<file path="src/rtl/cla_pkg.sv">
// Shared carry-lookahead definitions for the CLA adder/subtractor family.
// Latency: n/a (types, constants and an elaboration-time helper only).
// Backpressure: n/a.
package cla_pkg;

    // Every lookahead group in this family is one nibble wide.
    localparam int GRP_W = 4;

    // Per-bit generate/propagate pair of one lookahead group.
    typedef struct packed {
        logic [GRP_W-1:0] g;
        logic [GRP_W-1:0] p;
    } gp_t;

    // Number of lookahead groups (and so pipeline stages) for an operand width.
    function automatic int nstg(input int width);
        return width / GRP_W;
    endfunction

endpackage

</file>
<file path="src/rtl/cla_sub_group.sv">
// 4-bit carry-lookahead slice: s = a + nb + c_in, with group generate/propagate.
// Latency: purely combinational.
// Backpressure: none; the enclosing pipeline owns all flow control.
//
// Ports:
//   a, nb  : group operands (nb is the already-inverted subtrahend nibble)
//   c_in   : carry into the group (carry = ~borrow in subtract use)
//   s      : nibble sum (difference nibble in subtract use)
//   c_out  : carry out of the group
//   G, P   : group generate / propagate for a higher lookahead level
module cla_sub_group
    import cla_pkg::*;
(
    input  logic [GRP_W-1:0] a,
    input  logic [GRP_W-1:0] nb,
    input  logic             c_in,
    output logic [GRP_W-1:0] s,
    output logic             c_out,
    output logic             G,
    output logic             P
);

    gp_t        gp;
    logic [3:0] c;

    always_comb begin
        gp.g = a & nb;
        gp.p = a ^ nb;

        // Every internal carry is a flat sum of products of g/p and c_in,
        // so no carry depends on another carry inside the group.
        c[0] = c_in;
        c[1] = gp.g[0] | (gp.p[0] & c_in);
        c[2] = gp.g[1] | (gp.p[1] & gp.g[0]) | (gp.p[1] & gp.p[0] & c_in);
        c[3] = gp.g[2] | (gp.p[2] & gp.g[1]) | (gp.p[2] & gp.p[1] & gp.g[0])
             | (gp.p[2] & gp.p[1] & gp.p[0] & c_in);

        G = gp.g[3] | (gp.p[3] & gp.g[2]) | (gp.p[3] & gp.p[2] & gp.g[1])
          | (gp.p[3] & gp.p[2] & gp.p[1] & gp.g[0]);
        P = &gp.p;

        c_out = G | (P & c_in);
        s     = gp.p ^ c;
    end

endmodule

</file>
<file path="src/rtl/cla_sub_pipe.sv">
// Pipelined CLA subtractor: diff = a - b - b_in, one nibble lookahead group per stage.
// Latency: WIDTH/4 register stages from acceptance to out_valid (1 beat/cycle throughput).
// Backpressure: valid/ready; empty stages always accept, a full pipe stalls in_ready
//               only while out_ready is low, and the output is held during the stall.
//
// Ports:
//   clk, rst_n            : clock, synchronous active-low reset
//   in_valid / in_ready   : operand handshake for a, b, b_in
//   out_valid / out_ready : result handshake for diff, b_out, ovf
//   diff                  : a - b - b_in modulo 2^WIDTH
//   b_out                 : borrow out (unsigned a < b + b_in)
//   ovf                   : signed two's-complement overflow
module cla_sub_pipe
    import cla_pkg::*;
#(
    parameter int WIDTH = 16
) (
    input  logic             clk,
    input  logic             rst_n,
    input  logic             in_valid,
    output logic             in_ready,
    input  logic [WIDTH-1:0] a,
    input  logic [WIDTH-1:0] b,
    input  logic             b_in,
    output logic             out_valid,
    input  logic             out_ready,
    output logic [WIDTH-1:0] diff,
    output logic             b_out,
    output logic             ovf
);

    localparam int NSTG = nstg(WIDTH);
    localparam int MSB  = WIDTH - 1;

    // Stage registers. Operands ride along unchanged so each stage can pick
    // its own nibble; d_q holds finished difference nibbles 0..k at stage k.
    // bw_q stores the group borrow (inverted carry) so that a reset pipe
    // presents b_out = 0 without extra gating.
    logic [NSTG-1:0]  vld_q;
    logic [NSTG-1:0]  bw_q;
    logic [WIDTH-1:0] a_q [NSTG];
    logic [WIDTH-1:0] b_q [NSTG];
    logic [WIDTH-1:0] d_q [NSTG];

    // What each stage would load: the previous stage, or the inputs for stage 0.
    logic [NSTG-1:0]  src_v;
    logic [WIDTH-1:0] src_a [NSTG];
    logic [WIDTH-1:0] src_b [NSTG];
    logic [WIDTH-1:0] src_d [NSTG];
    logic [WIDTH-1:0] nxt_d [NSTG];

    logic [NSTG-1:0]  c_in;
    logic [NSTG-1:0]  co;
    logic [NSTG-1:0]  grp_c;
    logic [NSTG-1:0]  grp_g;
    logic [NSTG-1:0]  grp_p;
    logic [GRP_W-1:0] sum [NSTG];

    // adv[k]: stage k may load this cycle. A stage is free when empty or
    // when everything downstream of it moves, so bubbles are squeezed out.
    logic [NSTG:0]    adv;

    assign adv[NSTG] = out_ready;

    for (genvar k = 0; k < NSTG; k++) begin : g_stage
        if (k == 0) begin : g_head
            assign src_v[k] = in_valid;
            assign src_a[k] = a;
            assign src_b[k] = b;
            assign src_d[k] = '0;
            // Subtract runs as a + ~b + ~b_in.
            assign c_in[k]  = ~b_in;
        end else begin : g_body
            assign src_v[k] = vld_q[k-1];
            assign src_a[k] = a_q[k-1];
            assign src_b[k] = b_q[k-1];
            assign src_d[k] = d_q[k-1];
            assign c_in[k]  = ~bw_q[k-1];
        end

        cla_sub_group u_grp (
            .a     (src_a[k][GRP_W*k +: GRP_W]),
            .nb    (~src_b[k][GRP_W*k +: GRP_W]),
            .c_in  (c_in[k]),
            .s     (sum[k]),
            .c_out (grp_c[k]),
            .G     (grp_g[k]),
            .P     (grp_p[k])
        );

        // grp_c already equals G | P & c_in; the explicit terms keep the
        // group lookahead visible here and collapse to the same gate.
        assign co[k]  = grp_c[k] | grp_g[k] | (grp_p[k] & c_in[k]);

        assign adv[k] = ~vld_q[k] | adv[k+1];
    end

    always_comb begin
        for (int k = 0; k < NSTG; k++) begin
            nxt_d[k] = src_d[k];
            nxt_d[k][GRP_W*k +: GRP_W] = sum[k];
        end
    end

    always_ff @(posedge clk) begin
        if (!rst_n) begin
            vld_q <= '0;
            bw_q  <= '0;
            for (int k = 0; k < NSTG; k++) begin
                a_q[k] <= '0;
                b_q[k] <= '0;
                d_q[k] <= '0;
            end
        end else begin
            for (int k = 0; k < NSTG; k++) begin
                if (adv[k]) begin
                    vld_q[k] <= src_v[k];
                    bw_q[k]  <= ~co[k];
                    a_q[k]   <= src_a[k];
                    b_q[k]   <= src_b[k];
                    d_q[k]   <= nxt_d[k];
                end
            end
        end
    end

    assign in_ready  = adv[0];
    assign out_valid = vld_q[NSTG-1];
    assign diff      = d_q[NSTG-1];
    assign b_out     = bw_q[NSTG-1];
    // Overflow only possible when operand signs differ; then the result
    // must keep the minuend's sign.
    assign ovf       = (a_q[NSTG-1][MSB] != b_q[NSTG-1][MSB])
                    && (d_q[NSTG-1][MSB] != a_q[NSTG-1][MSB]);

endmodule

</file>
<file path="config.mk">
export PLATFORM = sky130hd
export DESIGN_NAME = cla_sub_pipe
export DESIGN_NICKNAME = d
export VERILOG_FILES = /design/src/rtl/cla_pkg.sv /design/src/rtl/cla_sub_group.sv /design/src/rtl/cla_sub_pipe.sv
export SDC_FILE = /design/constraint.sdc
export NUM_CORES = 1
export LEC_CHECK = 0
export CAP_MARGIN = 20
export CORE_MARGIN = 3
export CORE_UTILIZATION = 50
export CTS_CLUSTER_SIZE = 40
export DETAILED_ROUTE_END_ITERATION = 8
export PLACE_DENSITY = 0.81
export REMOVE_ABC_BUFFERS = 1
export SYNTH_ARGS = -nofsm -noshare
export SYNTH_HDL_FRONTEND = slang
export SYNTH_HIERARCHICAL = 1
export SYNTH_SLANG_ARGS = --single-unit
</file>
<file path="constraint.sdc">
create_clock -name clk -period 5.3 [get_ports clk]
set_input_delay 1.06 -clock clk [delete_from_list [all_inputs] [get_ports clk]]
set_output_delay 1.06 -clock clk [all_outputs]
set_load 0.005 [all_outputs]
</file>
==> Word-level counts from Yosys, hierarchy flattened <==
Memory sizes are Yosys's and may differ from the RTL's.
Index checks and enable logic that the tools add are counted.
{ "totals": {"ff_bits": 8, "ram_bits": 192, "in_bits": 37, "out_inout_bits": 20, "elab_cells": 195, "mem_count": 3} }
{ "mem_list": {"columns": ["memory", "words", "word_bits", "read_ports", "rd_ports_with_merged_regs", "write_ports", "line", "rtl"], "rows": [
  ["a_q", 4, 16, 4, 0, 4, "cla_sub_pipe.sv:41", "logic [WIDTH-1:0] a_q [NSTG];"],
  ["b_q", 4, 16, 4, 0, 4, "cla_sub_pipe.sv:42", "logic [WIDTH-1:0] b_q [NSTG];"],
  ["d_q", 4, 16, 4, 0, 4, "cla_sub_pipe.sv:43", "logic [WIDTH-1:0] d_q [NSTG];"]
]} }
{ "classes": {"n_eq_ne": 2, "n_mux": 25, "n_bitwise": 152, "n_reduce_logical": 5} }
{ "op_table": {"columns": ["operator", "n"], "rows": [
  ["$mux W16", 12],
  ["$or A1 B1 Y1", 64],
  ["$and A1 B1 Y1", 60],
  ["$xor A4 B4 Y4", 8],
  ["$and A4 B4 Y4", 4],
  ["$not A4 Y4", 4],
  ["$reduce_and A4 Y1", 4],
  ["$mux W1", 13],
  ["$not A1 Y1", 12],
  ["$ne A1 B1 Y1", 2],
  ["$logic_and A1 B1 Y1", 1]
]} }

==> Depth between registers and ports, before layout <==
Gate-level depths: netlist of run 1.
An unclocked memory read counts as a cell.
{ "depth": {"depth_word": 11, "ltp_mapped": 8, "ltp_nobuf": 8} }

==> Modules after synthesis <==
Netlist of run 1, hierarchy kept.
{ "modules_own_cells": {"columns": ["mod", "n_inst", "cells_each", "area_each_um2", "seq_area_each_um2"], "rows": [
  ["cla_sub_pipe", 1, 257, 3819.9, 2862.7],
  ["cla_sub_group at g_stage[2].u_grp ...", 2, 22, 193.9, 0.0],
  ["cla_sub_group at g_stage[0].u_grp ...", 2, 22, 182.7, 0.0]
]} }

==> Worst setup path after synthesis of run 1 <==
OpenSTA, ideal clock, no wires.
{ "synth_timing": {"path_type": "input to register", "from": "input rst_n", "to": "memory a_q[0][10], enable pin", "setup_ps": 525, "t_arrival_ps": 2266, "required_time_ps": 4775, "path_slack_ps": 2509, "stages": 3, "n_path_buf": 2, "path_cell_list": "clkbuf_1 > clkbuf_1 > nand3_1"} }
{ "synth_rtl": {"columns": ["element", "line", "rtl"], "rows": [
  ["from (decl)", "cla_sub_pipe.sv:19", "input logic rst_n,"],
  ["to (decl)", "cla_sub_pipe.sv:41", null]
]} }

==> Worst setup path in the final report of run 1 <==
{ "layout_timing": {"from": "input out_ready", "to": "output in_ready"} }
{ "layout_between": {"elab_chain_cells": 4} }
{ "layout_rtl": {"columns": ["element", "line", "rtl"], "rows": [
  ["from (decl)", "cla_sub_pipe.sv:26", "input logic out_ready,"],
  ["$or A1 B1 Y1 (4 in series)", "cla_sub_pipe.sv:95", "assign adv[k] = ~vld_q[k] | adv[k+1];"],
  ["to (decl)", "cla_sub_pipe.sv:21", "output logic in_ready,"]
]} }
Every way passes these cells.

==> results of run 1 <==
state kept, by name, indices dropped and copies added (netlist names):
name   cells
d_q       40
a_q       25
bw_q       4
vld_q      4
b_q       25
cell usage in the layout (no fill, tap or decap), types with 3 or more instances in the layout:
cell                               n
sky130_fd_sc_hd__a21o_1           12
sky130_fd_sc_hd__a21oi_1           7
sky130_fd_sc_hd__and2_1           52
sky130_fd_sc_hd__and3_1           38
sky130_fd_sc_hd__and4_2            4
sky130_fd_sc_hd__clkbuf_8         10
sky130_fd_sc_hd__clkdlybuf4s50_1  56
sky130_fd_sc_hd__dfxtp_1           8
sky130_fd_sc_hd__edfxtp_1         90
sky130_fd_sc_hd__fa_1              4
sky130_fd_sc_hd__ha_1             16
sky130_fd_sc_hd__inv_1            41
sky130_fd_sc_hd__nand2_1           5
sky130_fd_sc_hd__nand2b_1          3
sky130_fd_sc_hd__nand3_1           3
sky130_fd_sc_hd__nor2b_1           4
sky130_fd_sc_hd__o211a_1           3
sky130_fd_sc_hd__o21ai_2           4
sky130_fd_sc_hd__o21bai_1          4
sky130_fd_sc_hd__xnor2_1           8
sky130_fd_sc_hd__xor2_1            4
tightest hold or removal path: stages, from the launching register on:
cell                       delay (ns)
sky130_fd_sc_hd__dfxtp_1         0.32
sky130_fd_sc_hd__inv_1           0.04
sky130_fd_sc_hd__a21boi_0        0.06
through the flow:
step | utilization | cells | area (um2) | total power, W
after detailed placement | 0.591 | 496 | 5200 | 0.00111
after global routing | 0.614 | 512 | 5410 | 0.00166
after global placement | 0.591 | 496 | 5200 | 0.00111
after CTS | 0.614 | 512 | 5410 | 0.00160
after floorplan | - | 330 | 4490 | 0.00104
final | 0.614 | 512 | 5410 | 0.00158
final cells by class:
class,count,share of cell area
clock buffer,11,0.0262
sequential,98,0.530
multi-input combinational,191,0.273
clock inverter,5,0.0116
inverter,41,0.0285
timing repair buffer,58,0.106
tap,108,0.0250
where the power goes:
part | leakage, nW | internal (W) | switching (W)
logic | 1.19 | 0.000112 | 0.0000790
registers | 1.13 | 0.000892 | 0.0000138
clock network | 0.0966 | 0.000235 | 0.000252
cell families after synthesis:
kind of cell,after synthesis,share of synthesized area
compound gates,44,0.0780
simple gates,114,0.158
buf+inv,56,0.0514
flops,98,0.626
mux,1,0.00219
xor+xnor,12,0.0230
fa+ha+maj,20,0.0613
final timing paths:
kind,endpoint,slack [ns],depth (start not counted)
max,in_ready,1.56,4
min,vld_q[2]$_SDFFE_PN0P_,0.46,2
max reg2reg,a_q[1][8]$_SDFFCE_PN0P_,3.27,2
min reg2reg,vld_q[2]$_SDFFE_PN0P_,0.46,2
layer usage:
metal  global-route usage  up-vias  wire (um)
li1                     -     1316          -
met1                0.152     1158       2760
met2                0.226       55       3130
met3               0.0324       11        268
met4               0.0624        0        112
met5                    0        -          0
==> reports/results.ini, run 1 <==
[sta]
largest_clock_skew_in_the_final_design_ns=0.0112
period_minus_slack_ns=3.74
unrepaired_setup_endpoints_after_global_routing=no
final_max_slew_viol_count=0
timing.final.setup_violations=0
tightestPinTransition_ns=0.940
fin_ws_ns=1.56
max_slew_margin=0.372
final.period_utilization=0.705
timing.fmax_mhz=268
final_hold_viol_count=0
hold-worst-slack_ns=0.462
timing.setup.tns_ns=0

[cts]
post_cts_resize_count=0
clk_transition_reported_paths_ns=0.09
clock_tree_from_tritoncts=yes
largest_buffer_count_on_any_clock_path=2
cts_made_buffers=9
root_buffer=sky130_fd_sc_hd__clkbuf_8
hold_buffers=0
cts-htree-levels=3
latest_clock_arrival_within_the_worst_skew_pair_ns=0.35
cts_num_sinks=98
setup_repair_bufs_after_cts=0

[pwr]
cellLeakagePower_nw=2.42
cellPowerDensity_nw_per_um2=293
vdd_ir_drop_max_uv=154

[yosys]
yosysMostFrequentCell=sky130_fd_sc_hd__edfxtp_1
synth_warnings=6
mappedNetlistArea_um2=4570
seq_area_frac_synth=0.626
synth_cell_types=36
synth_edf_count=90
ys_top_cells_by_area=sky130_fd_sc_hd__edfxtp_1 (59%), sky130_fd_sc_hd__and2_1 (7.1%), sky130_fd_sc_hd__and3_1 (5.2%), sky130_fd_sc_hd__ha_1 (4.4%), sky130_fd_sc_hd__dfxtp_1 (3.5%)
netlist_top_cells_count=sky130_fd_sc_hd__edfxtp_1 (90), sky130_fd_sc_hd__and2_1 (52), sky130_fd_sc_hd__inv_1 (41)
syn_inst=345
synth_area_leader_cell=sky130_fd_sc_hd__edfxtp_1
ys_dominant_reg_cell=sky130_fd_sc_hd__edfxtp_1
synthArstFlopShare=0
synthDominantCellAreaShare=0.591
syn-mean-instance-area_um2=13.3
yosys_register_bits=98

[floorplanning]
die_x_um=102
die_h_um=102
initial_core_util=0.519
die-area_um2=10300
coreArea_um2=8810
num_rows=34
pin_count=57

[worst_setup_path]
worstSetupStartpointType=primary input
critical_path_buf_inv_count=2
critical_path.endpoint_type=primary output
timing.critical_path.slowest_stage_cell=sky130_fd_sc_hd__and4b_1
timing.setup.critical_path_class=in2out
cp.arrival_ns=2.68
crit_fanout=9
timing.critical_path.mode_cell=sky130_fd_sc_hd__clkdlybuf4s50_1
critical-path-max-stage-delay_ns=0.54
rr_startpoint=vld_q[3]$_SDFFE_PN0P_
startpoint=out_ready
path_delay_family=buffers and inverters
worst_ep_required_time_ns=4.24
worstPathCellList=clkdlybuf4s50_1 > and4b_1 > nand2_1 > clkdlybuf4s50_1

[grt]
grt_first_pass_wirelength_um=10600
grt_pass1_vias=2451
grt_max_degree=54
grt_usage=0.131
overflow=0
grt_antenna_before_repair=0

[routing]
avgViaCountPerCell=4.96
route.detailed.drc=0
detail_route.iter0.violations=63
drt_pre_antenna_iters=4
detail-route-antenna-nets=0
via_count=2540
post_drt_wl_per_cell_um=12.2
routed_wirelength_um=6260

[placed_design]
detailedPlace.worstSlack_ns=1.58
place_congestion=0.860
hpwl_um=4420
port_buffers=56

[final_layout]
multi_input_comb_area_um2=1480
fin_nets=456
num_antenna_cells=0
seqCellArea_um2=2860
syn_to_final_growth_pct=18.2
fill_cells=672
share_of_cells_above_drive_strength_1=0.0767

[worst_hold_path]
holdCritStartpoint=vld_q[1]$_SDFFE_PN0P_
hp-class=reg2reg

[outcome]
outcome=finished, final reports clean

[flow_run]
cap_violations=0

No activity file was read; power rests on OpenSTA's default activity.
==> run 2, diff against run 1 <==
==> constraint.sdc (replaced) <==
create_clock -name clk -period 3.45 [get_ports clk]
set_input_delay 0.69 -clock clk [delete_from_list [all_inputs] [get_ports clk]]
set_output_delay 0.69 -clock clk [all_outputs]
set_load 0.005 [all_outputs]
==> run 2 against run 1 <==
Against the previous run:
- routed wire length up 0.72%
- register-to-register slack lost 1.6 ns
- first-iteration DRC count rose by 25%
- via count is 0.55% higher
- die area stayed put
- clock-buffer cell count decreased by 2
- cell count up 0.78%
- clock skew is 0.0036 ns lower
- worst hold slack barely moved
- clock power is 49% higher
- core utilization rose by 0.21 points
- critical endpoint unchanged
- largest power group unchanged
- highest routed layer unchanged
==> reports/results.ini, run 2 (same netlist as run 1, synthesis figures left out) <==
[final_layout]
fin_util=0.616
finalNonFillerCells=516
num_antenna_cells=0
fin_nets=460
layout_commonest_cell=sky130_fd_sc_hd__edfxtp_1
share_of_cells_above_drive_strength_1=0.0833
registers.top_by_ff_count=d_q
largestRegisters=d_q (40), a_q (25), b_q (25)
syn_to_final_growth_pct=18.6
number_of_flip_flops_in_the_largest_register=40
layout_common_cells=sky130_fd_sc_hd__edfxtp_1 (90), sky130_fd_sc_hd__clkdlybuf4s50_1 (56), sky130_fd_sc_hd__and2_1 (52)

[worst_setup_path]
worst-path-stages=4
timing.critical_path.mode_cell=sky130_fd_sc_hd__clkdlybuf4s50_1
rr_worst_depth=6
worstSetupStartpointType=primary input
critical-path-max-stage-delay_ns=0.51
critical_path_buf_inv_count=2
critical_path.endpoint_type=primary output
timing.critical_path.slowest_stage_cell=sky130_fd_sc_hd__clkdlybuf4s50_1
crit_fanout=4
rr_startpoint=a_q[1][9]$_SDFFCE_PN0P_
timing.setup.critical_path_class=in2out
worst_ep_required_time_ns=2.76
path_delay_family=buffers and inverters
worst-r2r-setup-slack_ns=1.67
worstPathCellList=clkdlybuf4s50_1 > and4b_1 > nand2_1 > clkdlybuf4s50_1
r2r-end=bw_q[2]$_SDFFE_PN0P_
cp.arrival_ns=2.04

[cts]
root_buffer=sky130_fd_sc_hd__clkbuf_8
hold_buffers=0
cts_num_sinks=98
largest_buffer_count_on_any_clock_path=2
latest_clock_arrival_within_the_worst_skew_pair_ns=0.36
clk_transition_reported_paths_ns=0.09
post_cts_resize_count=0
cts_made_buffers=9
setup_repair_bufs_after_cts=0
clock_tree_from_tritoncts=yes
cts-htree-levels=3

[routing]
via_count=2554
post_drt_wl_per_cell_um=12.2
detail_route.iter0.violations=79
avgViaCountPerCell=4.95
drt_pre_antenna_iters=4
detail-route-antenna-nets=0
route.detailed.drc=0
routed_wirelength_um=6310

[grt]
grt_max_degree=29
grt_first_pass_wirelength_um=10600
grt_antenna_before_repair=0
overflow=0
grt_usage=0.132
grt_pass1_vias=2412

[floorplanning]
num_rows=34
die_x_um=102
coreArea_um2=8810
die-area_um2=10300
pin_count=57
initial_core_util=0.519
die_h_um=102

[sta]
timing.setup.tns_ns=0
period_minus_slack_ns=2.73
largest_clock_skew_in_the_final_design_ns=0.00760
fin_ws_ns=0.720
timing.final.setup_violations=0
tightestPinTransition_ns=0.680
max_slew_margin=0.545
final.period_utilization=0.791
unrepaired_setup_endpoints_after_global_routing=no
timing.fmax_mhz=366
final_hold_viol_count=0
final_max_slew_viol_count=0

[placed_design]
port_buffers=56
detailedPlace.worstSlack_ns=0.722
place_congestion=0.832
place.detailed.instances=500
hpwl_um=4510

[flow_run]
cap_violations=0

[worst_hold_path]
hp-class=reg2reg
holdCritStartpoint=vld_q[1]$_SDFFE_PN0P_
hold-path-cell-count=2
hold_endpoint=vld_q[2]$_SDFFE_PN0P_

[pwr]
vdd_ir_drop_max_uv=275
cellPowerDensity_nw_per_um2=444
cellLeakagePower_nw=2.43

[outcome]
outcome=finished, final reports clean

==> run 2: tightest hold or removal path, stage by stage (launching register included) <==
cell	delay, ns
sky130_fd_sc_hd__dfxtp_1	0.32
sky130_fd_sc_hd__inv_1	0.04
sky130_fd_sc_hd__a21boi_0	0.06
==> run 2: report_power, final <==
| group | internal, W | total [W] | switching (W) |
|---|---|---|---|
| clock network | 0.000333 | 0.000725 | 0.000392 |
| registers | 0.00137 | 0.00139 | 0.0000211 |
| logic | 0.000173 | 0.000293 | 0.000120 |
| total | 0.00188 | 0.00241 | 0.000533 |
==> run 2: per-layer routing <==
metal / global-route usage / wire length (um) / part of all wire / up-vias
li1: - / - / - / 1327
met1: 0.149 / 2740 / 0.43 / 1166
met2: 0.235 / 3200 / 0.51 / 50
met3: 0.0269 / 256 / 0.041 / 11
met4: 0.0706 / 114 / 0.018 / 0
met5: 0 / 0 / 0 / -
==> run 2: through the flow <==
| step | instance area (um2) | hold slack, ns | total power, W |
|---|---|---|---|
| after floorplan | 4490 | 0.431 | 0.00160 |
| after global placement | 5230 | 0.437 | 0.00170 |
| after detailed placement | 5230 | 0.459 | 0.00171 |
| after CTS | 5430 | 0.470 | 0.00243 |
| after global routing | 5430 | 0.488 | 0.00251 |
| final | 5430 | 0.462 | 0.00241 |
==> run 2: how the worst max path moves through the flow <==
stage	end	start	slack [ns]
2_1_floorplan	a_q[0][10]$_SDFFCE_PN0P_	out_ready	1.03
3_3_place_gp	in_ready	out_ready	0.74
3_5_place_dp	in_ready	out_ready	0.72
4_1_cts	in_ready	out_ready	0.71
5_1_grt	in_ready	out_ready	0.66
6_report	in_ready	out_ready	0.72
==> run 2: area by class of cell <==
class                   instances  area (um2)
clock inverters                 7        68.8
repair buffers                 62         606
inverters                      41         154
multi-input cells             191        1480
fillers                       690        3380
flip-flops and latches         98        2860
clock buffers                   9         124
well taps                     108         135
==> run 3, diff against run 2 <==
==> constraint.sdc (replaced) <==
create_clock -name clk -period 2.7 [get_ports clk]
set_input_delay 0.54 -clock clk [delete_from_list [all_inputs] [get_ports clk]]
set_output_delay 0.54 -clock clk [all_outputs]
set_load 0.005 [all_outputs]
==> run 3 against run 2 <==
Against the previous run:
- sequential power grew 28%
- non-clock buffer count is the same
- cell count is the same
- register-to-register slack lost 0.76 ns
- critical path type unchanged
- critical endpoint unchanged
- largest power group unchanged
==> reports/results.ini, run 3 (same netlist as run 1, synthesis figures left out) <==
[outcome]
outcome=finished, final reports clean

[floorplanning]
num_rows=34
die_h_um=102
die_x_um=102
coreArea_um2=8810
initial_core_util=0.519
die-area_um2=10300
pin_count=57

[worst_setup_path]
worst-r2r-setup-slack_ns=0.91
timing.critical_path.mode_cell=sky130_fd_sc_hd__clkdlybuf4s50_1
timing.setup.critical_path_class=in2out
critical-path-max-stage-delay_ns=0.51
crit_fanout=4
rr_startpoint=a_q[0][5]$_SDFFCE_PN0P_
r2r-end=bw_q[1]$_SDFFE_PN0P_
path_delay_family=buffers and inverters
critical_path.endpoint_type=primary output
timing.critical_path.slowest_stage_cell=sky130_fd_sc_hd__clkdlybuf4s50_1
worstSetupStartpointType=primary input
worst_ep_required_time_ns=2.16
startpoint=out_ready
cp.arrival_ns=1.89
rr_worst_depth=6
worstPathCellList=clkdlybuf4s50_1 > and4b_1 > nand2_1 > clkdlybuf4s50_1
critical_path_buf_inv_count=2

[sta]
timing.fmax_mhz=411
tightestPinTransition_ns=0.625
largest_clock_skew_in_the_final_design_ns=0.0145
final.period_utilization=0.901
max_slew_margin=0.582
hold-worst-slack_ns=0.455
unrepaired_setup_endpoints_after_global_routing=no
final_hold_viol_count=0
period_minus_slack_ns=2.43
final_max_slew_viol_count=0
timing.final.setup_violations=0
timing.setup.tns_ns=0

[placed_design]
place.detailed.instances=500
place_congestion=0.845
port_buffers=56
detailed_place.area_um2=5230
hpwl_um=4550

[grt]
overflow=0
grt_usage=0.129
grt_antenna_before_repair=0
grt_max_degree=42
grt_first_pass_wirelength_um=10500
grt_pass1_vias=2359

[worst_hold_path]
holdCritStartpoint=vld_q[1]$_SDFFE_PN0P_
hold_endpoint=vld_q[2]$_SDFFE_PN0P_
hp-class=reg2reg
hold-path-cell-count=2

[routing]
detail-route-antenna-nets=0
avgViaCountPerCell=4.93
route.detailed.drc=0
drt_pre_antenna_iters=4
via_count=2544
post_drt_wl_per_cell_um=12.0
detail_route.iter0.violations=136
routed_wirelength_um=6210

[cts]
largest_buffer_count_on_any_clock_path=2
latest_clock_arrival_within_the_worst_skew_pair_ns=0.36
cts_made_buffers=9
setup_repair_bufs_after_cts=0
root_buffer=sky130_fd_sc_hd__clkbuf_8
cts_num_sinks=98
hold_buffers=0
clk_transition_reported_paths_ns=0.10
post_cts_resize_count=0
cts-htree-levels=3
clock_tree_from_tritoncts=yes

[final_layout]
registers.top_by_ff_count=d_q
finalNonFillerCells=516
layout_common_cells=sky130_fd_sc_hd__edfxtp_1 (90), sky130_fd_sc_hd__clkdlybuf4s50_1 (56), sky130_fd_sc_hd__and2_1 (52)
layout_commonest_cell=sky130_fd_sc_hd__edfxtp_1
fin_nets=460
number_of_flip_flops_in_the_largest_register=40
syn_to_final_growth_pct=18.7
finalInstanceArea_um2=5430
num_antenna_cells=0
largestRegisters=d_q (40), a_q (25), b_q (25)
share_of_cells_above_drive_strength_1=0.0882

[flow_run]
cap_violations=0

[pwr]
cellPowerDensity_nw_per_um2=562
cellLeakagePower_nw=2.44
vdd_ir_drop_max_uv=332

## run 3: changes by cell type in the layout (fill, tap and decap cells not counted), moves of 2 or more
| cell | previous run | this run |
|---|---|---|
| sky130_fd_sc_hd__clkinv_1 | 2 | 0 |
| sky130_fd_sc_hd__clkinv_4 | 0 | 4 |
| sky130_fd_sc_hd__clkinvlp_4 | 3 | 0 |
| sky130_fd_sc_hd__inv_8 | 0 | 2 |
## run 3: tightest hold or removal path: cells and delay by family (launching register included)
kind	cells	cell delay (ns)
AO/OA/AOI/OAI	1	0.06
buffers and inverters	1	0.04
flip-flops	1	0.32
## run 3: worst max path at each step
stage,endpoint,depth (start not counted),slack [ns]
5_1_grt,in_ready,4,0.19
4_1_cts,in_ready,4,0.25
2_1_floorplan,a_q[0][10]$_SDFFCE_PN0P_,2,0.43
3_3_place_gp,in_ready,4,0.29
6_report,in_ready,4,0.27
3_5_place_dp,in_ready,4,0.27
## run 3: cell type report
| class | instances | area [um2] |
|---|---|---|
| Multi-Input combinational cell | 191 | 1480 |
| Timing Repair Buffer | 62 | 606 |
| Tap cell | 108 | 135 |
| Sequential cell | 98 | 2860 |
| Clock buffer | 10 | 138 |
| Fill cell | 654 | 3380 |
| Inverter | 41 | 154 |
| Clock inverter | 6 | 57.6 |
## run 3: power by group
group	internal (W)	switching [W]	leakage [nW]	total, W
combinational	0.000221	0.000153	1.20	0.000373
sequential	0.00175	0.0000266	1.13	0.00178
clock	0.000379	0.000519	0.100	0.000899
total	0.00235	0.000699	2.44	0.00305
## run 3: per-layer routing
layer	wire length [um]	vias to the layer above	track usage
met5	0	-	0
met4	42	0	0.0460
met3	288	4	0.0413
met2	3150	52	0.218
met1	2720	1159	0.156
li1	-	1329	-
## run 3: stage by stage
step	util	setup slack (ns)	total power, W
floorplan	-	0.434	0.00204
global placement	0.594	0.286	0.00217
detailed placement	0.594	0.266	0.00219
CTS	0.616	0.255	0.00308
global route	0.616	0.190	0.00320
finish	0.616	0.266	0.00305
